==> config.mk <==
export PLATFORM = sky130hd
export DESIGN_NAME = plot_buffer
export DESIGN_NICKNAME = d
export VERILOG_FILES = /design/src/rtl/vga_pkg.sv /design/src/rtl/plot_fifo.sv /design/src/rtl/plot_buffer.sv
export SDC_FILE = /design/constraint.sdc
export NUM_CORES = 1
export LEC_CHECK = 0
export CAP_MARGIN = 15
export CORE_MARGIN = 2
export CORE_UTILIZATION = 57
export CTS_BUF_LIST = sky130_fd_sc_hd__clkbuf_4
export DETAILED_ROUTE_END_ITERATION = 7
export PLACE_DENSITY = 0.78
export SYNTH_ARGS = -nofsm -noshare
export SYNTH_HDL_FRONTEND = slang
export SYNTH_SLANG_ARGS = --single-unit
==> constraint.sdc <==
create_clock -name clk -period 4.3 [get_ports clk]
set_clock_uncertainty 0.2 [all_clocks]
set_input_delay 0.86 -clock clk [delete_from_list [all_inputs] [get_ports clk]]
set_output_delay 0.86 -clock clk [all_outputs]
set_load 0.02 [all_outputs]
==> src/rtl/vga_pkg.sv <==
// Shared screen geometry, pixel record and plot_buffer FSM states.
package vga_pkg;

  localparam int unsigned SCREEN_W = 160;
  localparam int unsigned SCREEN_H = 120;
  localparam int unsigned FB_AW    = 15;
  localparam int unsigned FB_DEPTH = 19200;

  localparam logic [FB_AW-1:0] FB_LAST = FB_AW'(FB_DEPTH - 1);

  typedef struct packed {
    logic [7:0] x;
    logic [6:0] y;
    logic [2:0] colour;
  } pixel_t;

  typedef enum logic [1:0] {
    IDLE,
    CLEAR,
    CLEAR_WAIT
  } state_e;

  // y*160 + x using shifts; the largest on-screen result is 19199, so 15 bits never wrap.
  function automatic logic [FB_AW-1:0] fb_addr_of(input logic [7:0] x, input logic [6:0] y);
    logic [FB_AW-1:0] yw;
    logic [FB_AW-1:0] xw;
    yw = {8'b0, y};
    xw = {7'b0, x};
    return (yw << 7) + (yw << 5) + xw;
  endfunction

endpackage

==> src/rtl/plot_fifo.sv <==
// Synchronous pixel FIFO; pointers carry an extra wrap bit to tell full from empty.
module plot_fifo
  import vga_pkg::*;
#(
  parameter int unsigned DEPTH = 16
) (
  input  logic   clk,
  input  logic   rst_n,
  input  logic   push,
  input  pixel_t wdata,
  input  logic   pop,
  output pixel_t rdata,
  output logic   full,
  output logic   empty
);

  localparam int unsigned AW = $clog2(DEPTH);

  logic [AW:0] wr_ptr_q, rd_ptr_q;
  pixel_t      mem_q [DEPTH];

  always_ff @(posedge clk or negedge rst_n) begin
    if (!rst_n) begin
      wr_ptr_q <= '0;
      rd_ptr_q <= '0;
    end else begin
      if (push) wr_ptr_q <= wr_ptr_q + 1'b1;
      if (pop)  rd_ptr_q <= rd_ptr_q + 1'b1;
    end
  end

  always_ff @(posedge clk) begin
    if (push) mem_q[wr_ptr_q[AW-1:0]] <= wdata;
  end

  assign rdata = mem_q[rd_ptr_q[AW-1:0]];
  assign empty = (wr_ptr_q == rd_ptr_q);
  assign full  = (wr_ptr_q[AW] != rd_ptr_q[AW]) && (wr_ptr_q[AW-1:0] == rd_ptr_q[AW-1:0]);

endmodule

==> src/rtl/plot_buffer.sv <==
// Clips and buffers drawing-engine pixels, then writes them (or a full-screen clear sweep)
// to the framebuffer through a one-entry valid/ready output register.
module plot_buffer
  import vga_pkg::*;
#(
  parameter int unsigned DEPTH = 16
) (
  input  logic             clk,
  input  logic             rst_n,
  input  logic [7:0]       in_x,
  input  logic [6:0]       in_y,
  input  logic [2:0]       in_colour,
  input  logic             in_plot,
  input  logic             clear_start,
  input  logic [2:0]       clear_colour,
  output logic             clear_done,
  output logic             busy,
  output logic             overflow,
  output logic [FB_AW-1:0] fb_addr,
  output logic [2:0]       fb_data,
  output logic             fb_we,
  input  logic             fb_ready
);

  state_e           state_q, state_d;
  logic [FB_AW-1:0] cnt_q, cnt_d;
  logic [2:0]       clr_colour_q, clr_colour_d;
  logic [FB_AW-1:0] addr_q, addr_d;
  logic [2:0]       data_q, data_d;
  logic             we_q, we_d;
  logic             done_q, done_d;
  logic             overflow_q;

  logic   accept, push, pop, full, empty, out_free;
  pixel_t wr_pix, rd_pix;

  assign accept   = in_plot && (in_x < 8'(SCREEN_W)) && (in_y < 7'(SCREEN_H));
  // A full FIFO still takes a pixel when the same cycle frees a slot.
  assign push     = accept && (!full || pop);
  assign out_free = !we_q || fb_ready;
  assign wr_pix   = '{x: in_x, y: in_y, colour: in_colour};

  plot_fifo #(
    .DEPTH(DEPTH)
  ) u_fifo (
    .clk  (clk),
    .rst_n(rst_n),
    .push (push),
    .wdata(wr_pix),
    .pop  (pop),
    .rdata(rd_pix),
    .full (full),
    .empty(empty)
  );

  always_comb begin
    state_d      = state_q;
    cnt_d        = cnt_q;
    clr_colour_d = clr_colour_q;
    we_d         = we_q && !fb_ready;
    addr_d       = addr_q;
    data_d       = data_q;
    done_d       = 1'b0;
    pop          = 1'b0;
    unique case (state_q)
      IDLE: begin
        // A pending FIFO write stays in the register until accepted; the sweep waits for it.
        if (clear_start) begin
          clr_colour_d = clear_colour;
          cnt_d        = '0;
          state_d      = CLEAR;
        end else if (out_free && !empty) begin
          pop    = 1'b1;
          we_d   = 1'b1;
          addr_d = fb_addr_of(rd_pix.x, rd_pix.y);
          data_d = rd_pix.colour;
        end
      end
      CLEAR: begin
        if (out_free) begin
          we_d   = 1'b1;
          addr_d = cnt_q;
          data_d = clr_colour_q;
          cnt_d  = cnt_q + 1'b1;
          if (cnt_q == FB_LAST) state_d = CLEAR_WAIT;
        end
      end
      CLEAR_WAIT: begin
        if (we_q && fb_ready) begin
          done_d  = 1'b1;
          state_d = IDLE;
        end
      end
      default: state_d = IDLE;
    endcase
  end

  always_ff @(posedge clk or negedge rst_n) begin
    if (!rst_n) begin
      state_q      <= IDLE;
      cnt_q        <= '0;
      clr_colour_q <= '0;
      addr_q       <= '0;
      data_q       <= '0;
      we_q         <= 1'b0;
      done_q       <= 1'b0;
      overflow_q   <= 1'b0;
    end else begin
      state_q      <= state_d;
      cnt_q        <= cnt_d;
      clr_colour_q <= clr_colour_d;
      addr_q       <= addr_d;
      data_q       <= data_d;
      we_q         <= we_d;
      done_q       <= done_d;
      if (accept && full && !pop) overflow_q <= 1'b1;
    end
  end

  assign fb_addr    = addr_q;
  assign fb_data    = data_q;
  assign fb_we      = we_q;
  assign clear_done = done_q;
  assign overflow   = overflow_q;
  assign busy       = (state_q != IDLE) || !empty || we_q;

endmodule

# After elaboration in Yosys (flattened, before gate mapping)

Memories as Yosys holds them, arrays and structs flattened.
Index checks and enable logic that the tools add are counted.
W data, S select, Z words.

Add/sub/neg operators: 5
$mul: 0
Divide/modulo/power cells: 0
Magnitude comparators: 2
Equal/unequal tests: 12
Shift-type cells: 0
Mux-type cells: 27
Bitwise operators: 0
Reductions and logical operators: 25

Operators by type and width:

| operator                | count |
|---|---|
| $mux W15                | 5 |
| $pmux W15 S2            | 2 |
| $add A14 B12 Y15        | 1 |
| $add A15 B1 Y15 const B | 1 |
| $add A15 B8 Y15         | 1 |
| $eq A15 B15 Y1 const B  | 1 |
| $ne A2 B2 Y1 const B    | 6 |
| $add A5 B1 Y5 const B   | 2 |
| $mux W1                 | 10 |
| $logic_and A1 B1 Y1     | 9 |
| $mux W3                 | 3 |
| $lt A8 B8 Y1 const B    | 1 |
| $mux W2                 | 4 |
| $reduce_and A4 Y1       | 2 |
| $lt A7 B7 Y1 const B    | 1 |
| $pmux W2 S3             | 1 |
| $pmux W3 S2             | 1 |
| $eq A5 B5 Y1            | 1 |
| $logic_not A1 Y1        | 5 |
| $eq A4 B4 Y1            | 1 |
| $logic_or A1 B1 Y1      | 4 |
| $reduce_bool A2 Y1      | 2 |
| $reduce_and A3 Y1       | 1 |
| $eq A2 B1 Y1 const B    | 1 |
| 5 further kinds         | 5 |

Bits in registers: 51
Bits in latches: 0
Memory bits (writable): 288
ROM bits: 0
Bits of input ports: 26
Output and inout bits: 22
Logic and storage cells: 82
Memories: 1

Memories:

| memory       | words | width | read ports | clocked after memory_dff | write ports | line            | RTL |
|---|---|---|---|---|---|---|---|
| u_fifo.mem_q | 16    | 18    | 1          | 0                        | 1           | plot_fifo.sv:20 | `pixel_t mem_q [DEPTH];` |

# Longest topological paths before layout

Gate-level depths: netlist of run 1.

Depth in word-level cells: 10
Depth in mapped cells: 14
Gate-level depth less buffers: 11

# Modules after synthesis

Synthesis of run 1 repeated with hierarchy kept, for this count alone.

Cell total of the unflattened synthesis: 805
Area total of the unflattened synthesis: 14008.4 sq um

By module, submodules not included:

| module      | times used | cells each | area an instance (sq um) | sequential area each (sq um) |
|---|---|---|---|---|
| plot_fifo   | 1          | 551        | 11633.7                  | 8898.5 |
| plot_buffer | 1          | 254        | 2374.8                   | 1026.0 |

# Worst setup path before layout of run 1

No wires, ideal clock.

Path kind: reg-to-reg
From: register u_fifo.rd_ptr_q[0]
To: register addr_q[12] (netlist: fb_addr[12])
Setup time: 0.125 ns
Arrival time: 3.968 ns
Required time: 3.975 ns
Setup slack: 0.007 ns
Stages on the path, launching flop included: 14
Buffers on the path: 3
Period minus slack after synthesis: 4.293 ns
Cell sequence: dfrtp_1 > buf_6 > buf_4 > buf_2 > mux4_2 > mux4_2 > ha_1 > ha_1 > fa_1 > a21o_1 > a311o_1 > nand4b_1 > o211ai_1 > mux2_2

Word-level cells in the longest chain between the ends: 6
Elaborated cells between the ends (all ways): 11
Classes of those cells: add/sub (2); eq/ne (2); mux (3); reduce/logical (3); memory (1)

RTL lines:

| item                   | line               | RTL |
|---|---|---|
| start, declared        | plot_fifo.sv:19    | `logic [AW:0] wr_ptr_q, rd_ptr_q;` |
| start signal, assigned | plot_fifo.sv:28    | `if (pop) rd_ptr_q <= rd_ptr_q + 1'b1;` |
| $mem_v2 Z16 W18        | --                 |  |
| $add A14 B12 Y15       | vga_pkg.sv:29      | `return (yw << 7) + (yw << 5) + xw;` |
| $add A15 B8 Y15        | vga_pkg.sv:29      |  |
| $mux W15               | plot_buffer.sv:72  | `end else if (out_free && !empty) begin` |
| $mux W15               | plot_buffer.sv:68  | `if (clear_start) begin` |
| $pmux W15 S2           | plot_buffer.sv:65  | `unique case (state_q)` |
| end signal, assigned   | plot_buffer.sv:112 | `addr_q <= addr_d;` |
| end, declared          | plot_buffer.sv:28  | `logic [FB_AW-1:0] addr_q, addr_d;` |

Parallel ways exist; a longest one is shown, timed or not. The select of a mux whose other input is x is not followed.
A chain may end at the register's enable or synchronous reset.

# Worst setup path after layout of run 1

Ends and elaborated chain as after synthesis.

==> flow_metrics.tcl, run 1 <==
set metrics [dict create \
    status "finished clean" \
    ys_async_sr_fraction 0.150 \
    dieArea_sq_um 25600 \
    synth_edf_count 288 \
    vias_per_cell 6.04 \
    synth_area_per_cell_sq_um 19.1 \
    routed_wirelength_um 29400 \
    dr.pass1.iters 7 \
    intPower_mw 7.04 \
    r2r_cells 11 \
    cts_setup_buffers 0 \
    rows 57 \
    worstPathRequired_ps 4640 \
    synth_common_cells "edfxtp_1 (288), mux4_2 (89), dfrtp_1 (51)" \
    die_h_um 160 \
    drive_above_1_share 0.308 \
    worstHoldPathType "input pin to async pin" \
    cp.arrival_ps 4520 \
    ctsHoldBuffers 0 \
    drv_slew 0 \
    powerDensity_nw_per_um2 653 \
    p_seq_frac 0.398 \
    power.leakage_nw 5.56 \
    fmax_mhz 239 \
    worstPathCellList "buf_12 > buf_4 > mux4_2 > mux4_2 > ha_1 > ha_1 > a21o_1 > a311o_1 > nand4b_1 > o211ai_1 > mux2_2" \
    cts_buffer_depth 3 \
    synth_area_leaders "edfxtp_1 (62%), mux4_2 (14%), dfrtp_1 (9.2%), ha_1 (1.7%), xor2_1 (1.0%)" \
    synthesis.area_sq_um 13900 \
    syn-num-nets 774 \
    worst_hold_slack_ps 69.3 \
    cp.buffers_inverters 2 \
    port_buffers 47 \
    crit_family "multiplexers" \
    drt-initial-drc-count 728 \
    grt_max_degree 35 \
    layout_min_cycle_time_ps 4180 \
    switching_share 0.329 \
    drc_errors 0 \
    slowest_stage "mux4_2" \
    worstMarginPinSlew_ps 911 \
    hpwl_um 18400 \
    fin_nets 919 \
    gp_congestion 0.900 \
    fin_crit_sh 0.972 \
    slew_headroom 0.392 \
    htreeDepth 3 \
    synth_flop_cell "edfxtp_1" \
    finalSetupViolCount 0 \
    synth_top_area_cell "edfxtp_1" \
    cts_tree "built" \
    fillers 1615 \
    tns_ps 0 \
    clk_pin_slew_ps 70 \
    comb_power_share 0.362 \
    first_global_vias 7918 \
    syn_to_final_growth_pct 15.7 \
    vdd.ir_drop.worst_uv 419 \
    fp.coreArea_sq_um 24100 \
    ys_types 55 \
    crit_type "register to register" \
    worst-path-stages 11 \
    die_w_um 160 \
    ys_seq_elements 339 \
    hold_violations 0 \
    clock_latency_ps 670 \
    initial_utilization 0.576 \
    yosysWarningCount 0 \
    pwr-share-clk 0.239 \
    endpoint_kind "register" \
    cp_max_fo 16 \
    rsz0062_at_grt "true" \
    root_buffer "clkbuf_4" \
    worstSetupStartpointType "register" \
    antenna_left 0 \
    max_cap_violations 0 \
    cts_buffers 82 \
    syn_inst 727 \
    routedWlPerCell_um 23.4 \
    pin_count 48 \
    grt_pass1_wl_um 45300 \
    antenna_found_initial 1 \
    synth_top_area_share 0.623 \
    seq_area_frac_synth 0.715 \
    synth_most_common_cell "edfxtp_1" \
    cts.sinks 339 \
    p_switching_mw 3.45 \
    gr-usage-all-layers 0.238 \
    overflow 0 \
    cp_slowest_stage_delay_ps 530 \
    num_vias 7585 \
]
-- metrics by stage --
step / setup slack (ps) / cells / power (mW) / utilization / cell area [sq um]
after global routing: 3.52 / 1256 / 11.1 / 0.666 / 16100
final: 119 / 1256 / 10.5 / 0.666 / 16100
after global placement: 197 / 1112 / 7.85 / 0.624 / 15000
after floorplan: 7.38 / 727 / 6.88 / - / 13900
after CTS: 107 / 1255 / 10.6 / 0.666 / 16100
after detailed placement: 111 / 1112 / 8.04 / 0.624 / 15000
-- layer usage --
metal | wire length (um) | GRT usage | share of wire | vias up
li1 | - | - | - | 3283
met1 | 11300 | 0.312 | 0.38 | 3862
met2 | 14700 | 0.385 | 0.50 | 366
met3 | 2550 | 0.0600 | 0.087 | 74
met4 | 845 | 0.104 | 0.029 | 0
met5 | 0 | 0 | 0 | -
-- worst register-to-register path, stage by stage (launching register included) --
cell      delay, ps
dfrtp_4         490
buf_12          170
buf_4           320
mux4_2          540
mux4_2          520
ha_1            320
ha_1            350
a21o_1          220
a311o_1         400
nand4b_1        140
o211ai_1        130
mux2_2          280
-- cell families (layout without fill, tap and decap cells) --
logic type	count (synthesis)	count (layout)	synth area share
DFF	339	339	0.715
and+or+nand+nor	128	128	0.0463
muxes	106	106	0.157
AOI/OAI and AO/OA	60	60	0.0294
buffers and inverters	46	250	0.0151
xor gates and xnor gates	27	27	0.0170
adders and majority gates	21	21	0.0200
other	0	1	0
-- layout make-up --
type,count,area [sq um],share of cell area
tap,324,405,0.0252
timing repair buffer,95,863,0.0538
clock inverter,26,129,0.00803
clock buffer,117,878,0.0547
sequential,339,9930,0.619
inverter,12,45.0,0.00281
multi-input combinational,342,3800,0.237
antenna,1,2.50,0.000156
-- power by group through the flow --
stage | clock network, mW | logic (mW) | registers (mW)
after floorplan | 0 | 2.72 | 4.16
after global placement | 0 | 3.64 | 4.22
after detailed placement | 0 | 3.80 | 4.24
after CTS | 2.58 | 3.81 | 4.18
after global routing | 2.75 | 4.12 | 4.22
final | 2.51 | 3.80 | 4.18
-- state kept, by name (all words and copies together) (netlist names) --
register / cells
fb_we: 1
u_fifo.wr_ptr_q: 5
state_q: 2
clear_done: 1
cnt_q: 15
clr_colour_q: 3
fb_addr: 15
overflow: 1
fb_data: 3
u_fifo.mem_q: 288
u_fifo.rd_ptr_q: 5
-- cells in the final DEF (no fill, tap or decap), drive strengths merged, types with 7 or more instances in the layout --
master	count
a21oi	10
buf	49
clkbuf	117
clkdlybuf4s50	46
clkinv	22
dfrtp	51
edfxtp	288
ha	19
inv	15
mux2i	11
mux4	89
nand2	35
nand3	9
nand4	7
nor2	34
nor3	9
o21ai	24
xnor2	11
xor2	16
-- worst paths after layout --
kind	endpoint	slack (ps)	startpoint
worst max-delay path	fb_addr[12]	120	u_fifo.rd_ptr_q[0]
worst max register to register	fb_addr[12]	120	u_fifo.rd_ptr_q[0]
max in group asynchronous	clear_done	3090	rst_n
worst min-delay path	cnt_q[2]	70	rst_n
worst min register to register	fb_addr[9]	290	fb_addr[9]
min in group clk	fb_addr[9]	290	fb_addr[9]
-- repair_timing --
action                     in CTS  in global routing
setup endpoints to repair       1                  1
pin swaps                       0                  0
resized for setup               1                  0
(Power assumes the default switching activity.)
==> run 2: changes to the inputs <==
--- a/config.mk
+++ b/config.mk
@@ -5,11 +5,13 @@
 export SDC_FILE = /design/constraint.sdc
 export NUM_CORES = 1
 export LEC_CHECK = 0
+export ABC_AREA = 0
 export CAP_MARGIN = 15
 export CORE_MARGIN = 2
 export CORE_UTILIZATION = 57
 export CTS_BUF_LIST = sky130_fd_sc_hd__clkbuf_4
 export DETAILED_ROUTE_END_ITERATION = 7
+export GPL_TIMING_DRIVEN = 0
 export PLACE_DENSITY = 0.78
 export SYNTH_ARGS = -nofsm -noshare
 export SYNTH_HDL_FRONTEND = slang
==> run 2 against run 1 <==
Worst hold slack gained 210 ps. Maximum frequency decreased by 0.93%. Non-clock buffer count grew 12. Combinational power rose by 10%. Total power increased by 2.5%. First-iteration DRC count rose by 32%. Via count up 2.0%. Cell count grew 0.16%. Critical path type unchanged.
==> flow_metrics.tcl, run 2 (synthesis gave the netlist of run 1 again) <==
set metrics [dict create \
    status "finished clean" \
    endpoint_kind "register" \
    clock_latency_ps 720 \
    htreeDepth 3 \
    drc_errors 0 \
    clk_pin_slew_ps 70 \
    dp_cells 1121 \
    drive_above_1_share 0.313 \
    postPlaceCellArea_sq_um 15200 \
    fin_crit_sh 0.982 \
    total_power_mw 10.8 \
    cp_max_fo 10 \
    routed_wirelength_um 30600 \
    antenna_left 0 \
    cts.sinks 339 \
    gp_congestion 0.813 \
    routedWlPerCell_um 24.3 \
    cts_tree "built" \
    die_h_um 160 \
    powerDensity_nw_per_um2 660 \
    hold_violations 0 \
    rsz0062_at_grt "false" \
    grt_max_degree 28 \
    fillers 1564 \
    drv_slew 0 \
    largest_reg_flops 288 \
    worstHoldPathType "register to register" \
    worstMarginPinSlew_ps 955 \
    multi_input_area_sq_um 3810 \
    antenna_found_initial 1 \
    fp.coreArea_sq_um 24100 \
    vias_per_cell 6.15 \
    tns_ps 0 \
    port_buffers 47 \
    die_w_um 160 \
    crit_type "register to register" \
    vdd.ir_drop.worst_uv 382 \
    num_vias 7738 \
    final_cell_mix "edfxtp_1 (288), clkbuf_4 (119), mux4_2 (89)" \
    fin_nets 933 \
    worstSetupStartpointType "register" \
    root_buffer "clkbuf_4" \
    cp.arrival_ps 4600 \
    final_cells 1258 \
    max_cap_violations 0 \
    power.leakage_nw 5.61 \
    dr.pass1.iters 7 \
    worstPathRequired_ps 4680 \
    grt_pass1_wl_um 47100 \
    layout_min_cycle_time_ps 4220 \
    slew_headroom 0.362 \
    worst_hold_slack_ps 283 \
    initial_utilization 0.576 \
    seq_area_sq_um 9930 \
    gr-usage-all-layers 0.249 \
    pin_count 48 \
    dieArea_sq_um 25600 \
    finalSetupViolCount 0 \
    finalInstanceArea_sq_um 16300 \
    final_common_cell "edfxtp_1" \
    overflow 0 \
    drt-initial-drc-count 959 \
    fmax_mhz 237 \
    cts_buffers 84 \
    syn_to_final_growth_pct 17.4 \
    rows 57 \
    cts_buffer_depth 3 \
    first_global_vias 8089 \
    hpwl_um 20100 \
]
[run 2: changes by cell type in the layout (fill, tap and decap cells not counted), moves of 8 or more]
cell      before  now
buf_2          1    9
buf_6          0   10
buf_4         45    4
buf_8          0   15
clkinv_1      21    7
clkbuf_1       0   10
[run 2: final cells by class]
cell class              instances  share of cell area
diodes                          1            0.000154
plain buffers                  33              0.0162
clock buffers                 117              0.0539
clock inverters                16             0.00699
inverters                      12             0.00277
multi-input cells             342               0.234
flip-flops and latches        339               0.609
well taps                     324              0.0249
repair buffers                 74              0.0517
[run 2: what timing repair did]
item | CTS | global route
pin swaps | 0 | 0
buffers inserted | 2 | 1
hold buffers | 1 | 0
resized for setup | 28 | 9
setup endpoints to repair | 8 | 4
hold endpoints to repair | 16 | 0
cloned | 0 | 0
[run 2: through the flow]
step | worst slack (ps) | utilization
global route | 10.5 | 0.676
floorplan | 7.38 | -
finish | 79.3 | 0.676
global placement | -2020 | 0.612
detailed placement | -694 | 0.629
CTS | 2.91 | 0.674
[run 2: worst max-delay path: stages (launching register included)]
cell      delay [ps]
dfrtp_2          400
buf_12           160
buf_12           140
buf_12           150
mux4_2           510
mux4_2           530
ha_1             320
ha_1             260
fa_2             370
a21o_1           190
a311o_1          380
nand4b_1         110
o211ai_1         100
mux2_2           270
[run 2: where the power goes]
| part | internal, mW | switching (mW) | leakage (nW) | total (mW) |
|---|---|---|---|---|
| combinational | 1.98 | 2.20 | 1.77 | 4.18 |
| sequential | 3.89 | 0.160 | 3.26 | 4.05 |
| clock | 1.31 | 1.21 | 0.586 | 2.52 |
[run 2: path summary, 6_finish.rpt]
kind,startpoint,end,slack [ps],depth (start not counted)
max,u_fifo.rd_ptr_q[0],fb_addr[12],80,13
min,fb_data[0],fb_data[0],280,2
max reg2reg,u_fifo.rd_ptr_q[0],fb_addr[12],80,13
min reg2reg,fb_data[0],fb_data[0],280,2
max in group asynchronous,rst_n,fb_addr[5],2800,3
min in group asynchronous,rst_n,cnt_q[3],530,2
[run 2: routing by layer]
| metal | GRT usage | vias to the layer above | part of all wire |
|---|---|---|---|
| li1 | - | 3298 | - |
| met1 | 0.333 | 3962 | 0.38 |
| met2 | 0.404 | 421 | 0.50 |
| met3 | 0.0558 | 57 | 0.094 |
| met4 | 0.102 | 0 | 0.024 |
| met5 | 0 | - | 0 |
